`config.mk`:
```
export PLATFORM = sky130hd
export DESIGN_NAME = semaforo_pedestre_cfg
export DESIGN_NICKNAME = d
export VERILOG_FILES = /design/src/rtl/semaforo_pkg.sv /design/src/rtl/semaforo_temporizador.sv /design/src/rtl/semaforo_pedestre_cfg.sv
export SDC_FILE = /design/constraint.sdc
export NUM_CORES = 1
export LEC_CHECK = 0
export BUFFER_PORTS_ARGS = -buffer_cell sky130_fd_sc_hd__buf_2
export CORE_MARGIN = 1.5
export CORE_UTILIZATION = 58
export CTS_CLUSTER_SIZE = 10
export DETAILED_ROUTE_END_ITERATION = 6
export PLACE_DENSITY = 0.78
export SLEW_MARGIN = 20
export SYNTH_ARGS = -nofsm -noshare
export SYNTH_HDL_FRONTEND = slang
export SYNTH_HIERARCHICAL = 1
export SYNTH_SLANG_ARGS = --single-unit
```
`constraint.sdc`:
```
create_clock -name clk -period 3.1 [get_ports clk]
set_input_delay 0.31 -clock clk [delete_from_list [all_inputs] [get_ports clk]]
set_output_delay 0.31 -clock clk [all_outputs]
set_load 0.02 [all_outputs]
```
`src/rtl/semaforo_pkg.sv`:
```
// Shared types for the pedestrian-crossing controller: FSM states, lamp bundle,
// the state/blink-to-lamp decode, and the elaboration-time timing check.
package semaforo_pkg;

    typedef enum logic [2:0] {
        VEH_GREEN  = 3'd0,
        VEH_YELLOW = 3'd1,
        ALL_RED    = 3'd2,
        PED_WALK   = 3'd3,
        PED_FLASH  = 3'd4,
        NIGHT      = 3'd5
    } state_t;

    typedef struct packed {
        logic veic_vm;
        logic veic_am;
        logic veic_vd;
        logic ped_vm;
        logic ped_vd;
    } lamp_t;

    function automatic lamp_t decode_lamps(input state_t st, input logic blink);
        lamp_t l;
        l = '0;
        case (st)
            VEH_GREEN:  begin l.veic_vd = 1'b1; l.ped_vm = 1'b1; end
            VEH_YELLOW: begin l.veic_am = 1'b1; l.ped_vm = 1'b1; end
            ALL_RED:    begin l.veic_vm = 1'b1; l.ped_vm = 1'b1; end
            PED_WALK:   begin l.veic_vm = 1'b1; l.ped_vd = 1'b1; end
            PED_FLASH:  begin l.veic_vm = 1'b1; l.ped_vd = blink; end
            NIGHT:      l.veic_am = blink;
            // unreachable encodings fall back to the safe all-red picture
            default:    begin l.veic_vm = 1'b1; l.ped_vm = 1'b1; end
        endcase
        return l;
    endfunction

    function automatic bit timing_ok(input int unsigned t, input int unsigned w);
        return (t != 0) && (t < (32'd1 << w));
    endfunction

endpackage

```
`src/rtl/semaforo_temporizador.sv`:
```
// Phase timer: counts up from 0 after clear and saturates at limit_i.
// expire_o is combinational from the count, so it is valid in the same cycle.
module semaforo_temporizador #(
    parameter int unsigned W_CNT = 8
) (
    input  logic             clk,
    input  logic             reset,
    input  logic             clear_i,
    input  logic [W_CNT-1:0] limit_i,
    output logic [W_CNT-1:0] count_o,
    output logic             expire_o
);

    logic [W_CNT-1:0] count_q;

    always_ff @(posedge clk or posedge reset) begin
        if (reset) begin
            count_q <= '0;
        end else if (clear_i) begin
            count_q <= '0;
        end else if (count_q < limit_i) begin
            count_q <= count_q + 1'b1;
        end
    end

    assign count_o  = count_q;
    assign expire_o = (count_q == limit_i);

endmodule

```
`src/rtl/semaforo_pedestre_cfg.sv`:
```
// Pedestrian-crossing light controller with latched requests and night blink mode.
// Lamps are a Moore decode of registered state/blink; requests show one cycle after the press.
module semaforo_pedestre_cfg
    import semaforo_pkg::*;
#(
    parameter int unsigned T_MIN_GREEN = 6,
    parameter int unsigned T_YELLOW    = 2,
    parameter int unsigned T_ALL_RED   = 1,
    parameter int unsigned T_WALK      = 4,
    parameter int unsigned T_FLASH     = 4,
    parameter int unsigned FLASH_HALF  = 1,
    parameter int unsigned W_CNT       = 8
) (
    input  logic clk,
    input  logic reset,
    input  logic botao_pedestre,
    input  logic modo_noturno,
    output logic veic_vermelho,
    output logic veic_amarelo,
    output logic veic_verde,
    output logic ped_vermelho,
    output logic ped_verde,
    output logic pedido_pendente
);

    generate
        if (!(timing_ok(T_MIN_GREEN, W_CNT) && timing_ok(T_YELLOW, W_CNT) &&
              timing_ok(T_ALL_RED, W_CNT) && timing_ok(T_WALK, W_CNT) &&
              timing_ok(T_FLASH, W_CNT) && timing_ok(FLASH_HALF, W_CNT))) begin : g_bad_timing
            $error("semaforo_pedestre_cfg: timing parameter is 0 or does not fit in W_CNT bits");
        end
    endgenerate

    state_t           state_q, state_d;
    logic             req_q, req_d;
    logic             blink_q, blink_d;
    logic [W_CNT-1:0] cnt;
    logic [W_CNT-1:0] limit;
    logic             expire;
    logic             entering;
    logic             tmr_clear;
    logic             flash_tick;
    lamp_t            lamps;

    semaforo_temporizador #(.W_CNT(W_CNT)) u_tmr (
        .clk      (clk),
        .reset    (reset),
        .clear_i  (tmr_clear),
        .limit_i  (limit),
        .count_o  (cnt),
        .expire_o (expire)
    );

    always_ff @(posedge clk or posedge reset) begin
        if (reset) begin
            state_q <= VEH_GREEN;
            req_q   <= 1'b0;
            blink_q <= 1'b1;
        end else begin
            state_q <= state_d;
            req_q   <= req_d;
            blink_q <= blink_d;
        end
    end

    assign flash_tick = ((32'(cnt) % FLASH_HALF) == (FLASH_HALF - 32'd1));

    always_comb begin
        state_d = state_q;
        limit   = W_CNT'(FLASH_HALF - 1);
        case (state_q)
            VEH_GREEN: begin
                // Saturating at the minimum green lets a late press leave on the next edge.
                limit = W_CNT'(T_MIN_GREEN - 1);
                if (modo_noturno) begin
                    state_d = NIGHT;
                end else if ((req_q || botao_pedestre) && expire) begin
                    state_d = VEH_YELLOW;
                end
            end
            VEH_YELLOW: begin
                limit = W_CNT'(T_YELLOW - 1);
                if (expire) state_d = ALL_RED;
            end
            ALL_RED: begin
                limit = W_CNT'(T_ALL_RED - 1);
                if (expire) state_d = PED_WALK;
            end
            PED_WALK: begin
                limit = W_CNT'(T_WALK - 1);
                if (expire) state_d = PED_FLASH;
            end
            PED_FLASH: begin
                limit = W_CNT'(T_FLASH - 1);
                if (expire) state_d = VEH_GREEN;
            end
            NIGHT: begin
                if (!modo_noturno) state_d = VEH_GREEN;
            end
            default: state_d = VEH_GREEN;
        endcase

        entering  = (state_d != state_q);
        // In NIGHT the timer wraps every half-period and drives the blink directly.
        tmr_clear = entering || ((state_q == NIGHT) && expire);

        req_d = req_q;
        if (entering && ((state_d == PED_WALK) || (state_d == NIGHT))) begin
            req_d = 1'b0;
        end else if (botao_pedestre &&
                     (state_q inside {VEH_GREEN, VEH_YELLOW, ALL_RED, PED_FLASH})) begin
            req_d = 1'b1;
        end

        blink_d = blink_q;
        if (entering) begin
            if ((state_d == PED_FLASH) || (state_d == NIGHT)) blink_d = 1'b1;
        end else if ((state_q == PED_FLASH) && flash_tick) begin
            blink_d = ~blink_q;
        end else if ((state_q == NIGHT) && expire) begin
            blink_d = ~blink_q;
        end
    end

    always_comb begin
        lamps = decode_lamps(state_q, blink_q);
    end

    assign veic_vermelho   = lamps.veic_vm;
    assign veic_amarelo    = lamps.veic_am;
    assign veic_verde      = lamps.veic_vd;
    assign ped_vermelho    = lamps.ped_vm;
    assign ped_verde       = lamps.ped_vd;
    assign pedido_pendente = req_q;

    a_no_conflict: assert property (@(posedge clk) disable iff (reset)
        !((veic_verde || veic_amarelo) && ped_verde));
    a_one_veh_lamp: assert property (@(posedge clk) disable iff (reset)
        $onehot0({veic_vermelho, veic_amarelo, veic_verde}));

endmodule

```
==> results_dict.tcl, run 1 <==
set metrics [dict create \
    fin_crit_sh_pct 86.5 \
    syn_area_um2 1100 \
    avgRoutedWirePerCell_um 12.9 \
    fin_nets 160 \
    hold_violations 0 \
    startpoint_type "flip-flop" \
    worst_slew_pin_slew_ps 675 \
    synth-edff-count 0 \
    ys.flop_type "dfrtp_1" \
    syn_to_final_growth_pct 8.40 \
    die_w_um 46.6 \
    dpl_worst_slack_ps 456 \
    hp-class "input port to flip-flop" \
    fin_setup_tns_ps 0 \
    diodes 0 \
    cts_root_buffer "clkbuf_4" \
    hpwl_mm 1.65 \
    drive_above_1_share_pct 15.1 \
    cts_sinks 13 \
    fp.dieH_um 46.6 \
    drc 0 \
    dp.cells 166 \
    crit_type "flip-flop to flip-flop" \
    io_buffer_count 9 \
    clock_latency_ps 270 \
    cp.arrival_ps 2840 \
    path_clk_slew_ps 80 \
    synth-seq-cells 13 \
    drt-initial-drc-count 48 \
    async_flop_share_pct 100 \
    ios 10 \
    setup_slack_ps 417 \
    grt_max_degree 18 \
    max_freq_mhz 373 \
    rows 15 \
    hp-start "botao_pedestre" \
    htree_levels 1 \
    grt_pass1_wl_mm 3.77 \
    synth_cells 134 \
    hold_depth 3 \
    timing.rr.end "u_tmr/count_o[5]" \
    max-vdd-ir-drop_mv 0.582 \
    initial_core_util_pct 62.5 \
    fill_cells 155 \
    grt_usage_pct 24.4 \
    dieArea_um2 2170 \
    status "complete, no violations" \
    relSlewSlack_pct 54.7 \
    cts_resized 0 \
    reg2regPathDepth 10 \
    grt-ovfl-total 0 \
    r2r-start "state_q[2]" \
    routed_wl_mm 2.20 \
    numCtsBuffers 3 \
    ys_types 45 \
    fin_area_um2 1190 \
    placed_area_um2 1160 \
    rsz0062_at_grt "no" \
    dr.pass1.iters 4 \
    power_density_nw_per_um2 765 \
    drv_cap 0 \
    final.min_clock_period_ps 2680 \
    power.leakage_nw 0.545 \
    crit_path_end_kind "flip-flop" \
    crit_path_max_fanout 15 \
    holdPathEnd "pedido_pendente" \
    yosysSeqAreaShare_pct 29.6 \
    fp.coreArea_um2 1760 \
    globalplace.congestion 0.860 \
    finalNonFillerCells 171 \
    clock_skew_ps 12.3 \
    antenna_left 0 \
    finalSetupViolations 0 \
    rrSetupSlack_ps 420 \
    vias 999 \
    postCtsSetupBuffers 0 \
    critPathRequiredTime_ps 3260 \
    clock_tree.buffer_depth 2 \
    final_max_slew_viol_count 0 \
    yosys_warnings 6 \
    critPathLaunch "state_q[2]" \
    cts_tree "yes" \
    vias_per_cell 5.84 \
    antenna_found_initial 0 \
    grt_pass1_vias 868 \
    synth_area_per_cell_um2 8.23 \
]
## stage by stage
step           util (%)  hold slack, ps  power (mW)
2_1_floorplan         -            87.8       0.683
6_report           67.7             380       0.914
4_1_cts            67.7             377       0.910
3_3_place_gp       65.7             213       0.789
5_1_grt            67.7             395       0.995
3_5_place_dp       65.7             215       0.806
## metal layers
layer  vias to the layer above  global-route usage (%)  part of all wire [%]
met5                         -                       0                     0
met2                        38                    34.2                    43
met3                         4                    3.53                   5.5
met4                         0                    9.14                   1.4
met1                       454                    37.2                    49
li1                        503                       -                     -
## state kept, by name (all words and copies together), names as in the netlist
signal and cells:
pedido_pendente 1, state_q 3, u_tmr/count_o 8, blink_q 1
## cells in the mapped netlist, types with 2 or more instances
cell      count  area share (%)
a21oi_2       2             1.6
o21ai_1       6             2.7
buf_6         2             2.0
o211ai_2      2             2.3
mux2_1        2             2.0
dfrtp_1      12              27
nand4_1       4             2.3
a21oi_1      12             5.4
nor2b_1       3             1.7
nand2_1       7             2.4
inv_1        12             4.1
o31ai_1       3             2.0
nor2_1        9             3.1
buf_2         4             1.8
nand3_1       2            0.91
a21o_1        2             1.4
ha_1          9              10
o21ai_0       7             3.2
or4_1         2             1.4
or3_1         3             1.7
nor3_1        5             2.3
## worst max-delay path, stage by stage (launching register included)
cell	delay (ps)
dfrtp_1	600
inv_2	100
nor2_1	210
mux2_2	200
inv_1	40
ha_1	290
nor2b_4	140
o211ai_2	80
a21oi_2	440
nor3_1	140
mux2_1	340
## timing repair
item                                   in CTS  in global routing
setup endpoints to repair                   0                  0
hold buffers                                1                  0
endpoints found under the hold margin      12                  0
## cells by family (layout without fill, tap and decap cells)
kind of cell / count (synthesis) / after routing / synth area share, %
compound gates: 43 / 43 / 25.4
simple gates: 42 / 42 / 20.7
buf+inv: 21 / 29 / 8.97
flops: 13 / 13 / 29.6
fa+ha+maj: 9 / 9 / 10.2
mux: 4 / 4 / 3.97
other cells: 1 / 5 / 0.340
xor+xnor: 1 / 1 / 0.795
## power by group
group / total (mW) / switching (mW) / internal, mW
logic: 0.511 / 0.285 / 0.226
registers: 0.301 / 0.0824 / 0.218
clock network: 0.102 / 0.0524 / 0.0498
total: 0.914 / 0.420 / 0.494
## placed cells by master, fill, tap and decap left out, types with 3 or more instances in the layout
cell type	n
inv_1	12
clkbuf_4	3
nor2_1	9
or3_1	3
ha_1	9
nor2b_1	3
buf_2	9
o31ai_1	3
a21oi_1	12
o21ai_0	7
conb_1	5
o21ai_1	6
nor3_1	5
dfrtp_1	12
nand4_1	4
nand2_1	7
## worst max path at each step
stage	to
global route	u_tmr/count_o[3]
detailed placement	u_tmr/count_o[5]
finish	u_tmr/count_o[5]
CTS	u_tmr/count_o[5]
floorplan	u_tmr/count_o[5]
global placement	u_tmr/count_o[5]
## cell type report
class	instances	area, um2	area share, %
clock buffer	4	26.3	2.20
timing repair buffer	12	70.1	5.86
sequential	13	327	27.3
tap	25	31.3	2.62
inverter	13	48.8	4.08
multi-input combinational	104	692	57.9
Note: power is estimated with default switching activity, not from simulation.
==> run 2: changes to the inputs <==
--- a/config.mk
+++ b/config.mk
@@ -6,7 +6,7 @@
 export NUM_CORES = 1
 export LEC_CHECK = 0
 export BUFFER_PORTS_ARGS = -buffer_cell sky130_fd_sc_hd__buf_2
-export CORE_MARGIN = 1.5
+export CORE_MARGIN = 1
 export CORE_UTILIZATION = 58
 export CTS_CLUSTER_SIZE = 10
 export DETAILED_ROUTE_END_ITERATION = 6
==> results_dict.tcl, run 2 (synthesis gave the netlist of run 1 again) <==
set metrics [dict create \
    io_buffer_count 9 \
    cts_root_buffer "clkbuf_4" \
    initial_core_util_pct 63.2 \
    max-vdd-ir-drop_mv 0.625 \
    cts_tree "yes" \
    worst_slew_pin_slew_ps 637 \
    ios 10 \
    fp.coreArea_um2 1750 \
    clock_tree.buffer_depth 2 \
    path_clk_slew_ps 80 \
    path_cells "inv_2, nor2_1, mux2_2, inv_1, ha_1, nor2b_4, o211ai_2, a21oi_2, nor3_1, mux2_1" \
    cts_resized 0 \
    cts_hold_buf 1 \
    fin_nets 160 \
    grt_usage_pct 25.7 \
    rsz0062_at_grt "no" \
    power.leakage_nw 0.545 \
    fill_cells 149 \
    power_density_nw_per_um2 770 \
    grt_max_degree 18 \
    dr.pass1.iters 7 \
    cp.arrival_ps 2850 \
    rows 15 \
    syn_to_final_growth_pct 8.40 \
    critPathRequiredTime_ps 3260 \
    reg2regPathDepth 10 \
    cpPeakStageDelay_ps 600 \
    drv_cap 0 \
    final.min_clock_period_ps 2690 \
    routed_wl_mm 2.25 \
    cpLargestDelayFamily "flip-flops" \
    largest_reg_flops 8 \
    hold_violations 0 \
    dpl_worst_slack_ps 454 \
    fin_setup_tns_ps 0 \
    crit_path_max_fanout 15 \
    cp_num_buf_inv 2 \
    startpoint_type "flip-flop" \
    globalplace.congestion 0.893 \
    die_w_um 45.6 \
    violations "design-rule violations" \
    fin_crit_sh_pct 86.8 \
    hp-class "input port to flip-flop" \
    numCtsBuffers 3 \
    avgRoutedWirePerCell_um 13.1 \
    vias 998 \
    cpMaxStageDelayCell "dfrtp_1" \
    hold_ws_ps 381 \
    drc 1 \
    fp.dieH_um 45.6 \
    relSlewSlack_pct 57.3 \
    hold_depth 3 \
    cts_sinks 13 \
    antenna_left 0 \
    diodes 0 \
    grt-ovfl-total 0 \
    drt-initial-drc-count 32 \
    worstSetupPathDepth 10 \
    grt_pass1_wl_mm 3.75 \
    grt_pass1_vias 849 \
    dieArea_um2 2080 \
    crit_path_end_kind "flip-flop" \
    clock_latency_ps 270 \
    crit_type "flip-flop to flip-flop" \
    antenna_found_initial 0 \
    finalSetupViolations 0 \
    vias_per_cell 5.84 \
    postCtsSetupBuffers 0 \
    setup_slack_ps 408 \
    mostFrequentLayoutCells "12 x inv_1, 12 x a21oi_1, 12 x dfrtp_1" \
    status "complete, but fails checks" \
    final_max_slew_viol_count 0 \
    drive_above_1_share_pct 15.1 \
    clock_skew_ps 7.34 \
    max_freq_mhz 372 \
    hpwl_mm 1.76 \
    htree_levels 1 \
]
## run 2: cell counts in the layout (fill, tap and decap cells not counted)
Identical to the previous run, type by type.
## run 2: metrics by stage
step                std cells  cell area, um2  utilization (%)  power, mW
floorplan                 138            1120                -      0.683
global placement          166            1160             66.4      0.788
detailed placement        166            1160             66.4      0.816
CTS                       171            1190             68.5      0.920
global route              171            1190             68.5      0.999
finish                    171            1190             68.5      0.920
## run 2: path summary, 6_finish.rpt
kind,start,endpoint,slack (ps)
min in group asynchronous,reset,state_q[0],470
worst min register to register,u_tmr/count_o[7],u_tmr/count_o[7],580
worst max register to register,state_q[2],u_tmr/count_o[5],410
max in group asynchronous,reset,u_tmr/count_o[1],2330
worst min-delay path,botao_pedestre,pedido_pendente,380
worst max-delay path,state_q[2],u_tmr/count_o[5],410
## run 2: final cells by class
class	count	area [um2]	share of cell area [%]
inverter	13	48.8	4.08
tap	25	31.3	2.62
clock buffer	4	26.3	2.20
sequential	13	327	27.3
timing repair buffer	12	70.1	5.86
multi-input combinational	104	692	57.9
## run 2: tightest hold or removal path, stage by stage
cell     delay, ps
buf_2          120
a31oi_1        130
a21oi_1         50
## run 2: per-layer routing
metal | GRT usage (%) | share of wire [%]
met1 | 39.7 | 47
met2 | 34.9 | 45
met3 | 3.57 | 5.1
met4 | 11.5 | 2.3
met5 | 0 | 0
## run 2: power breakdown
part / total (mW) / switching (mW) / internal (mW) / leakage, nW
Sequential: 0.303 / 0.0843 / 0.219 / 0.168
Combinational: 0.516 / 0.289 / 0.227 / 0.362
Clock: 0.101 / 0.0516 / 0.0498 / 0.0150
Total: 0.920 / 0.425 / 0.496 / 0.545
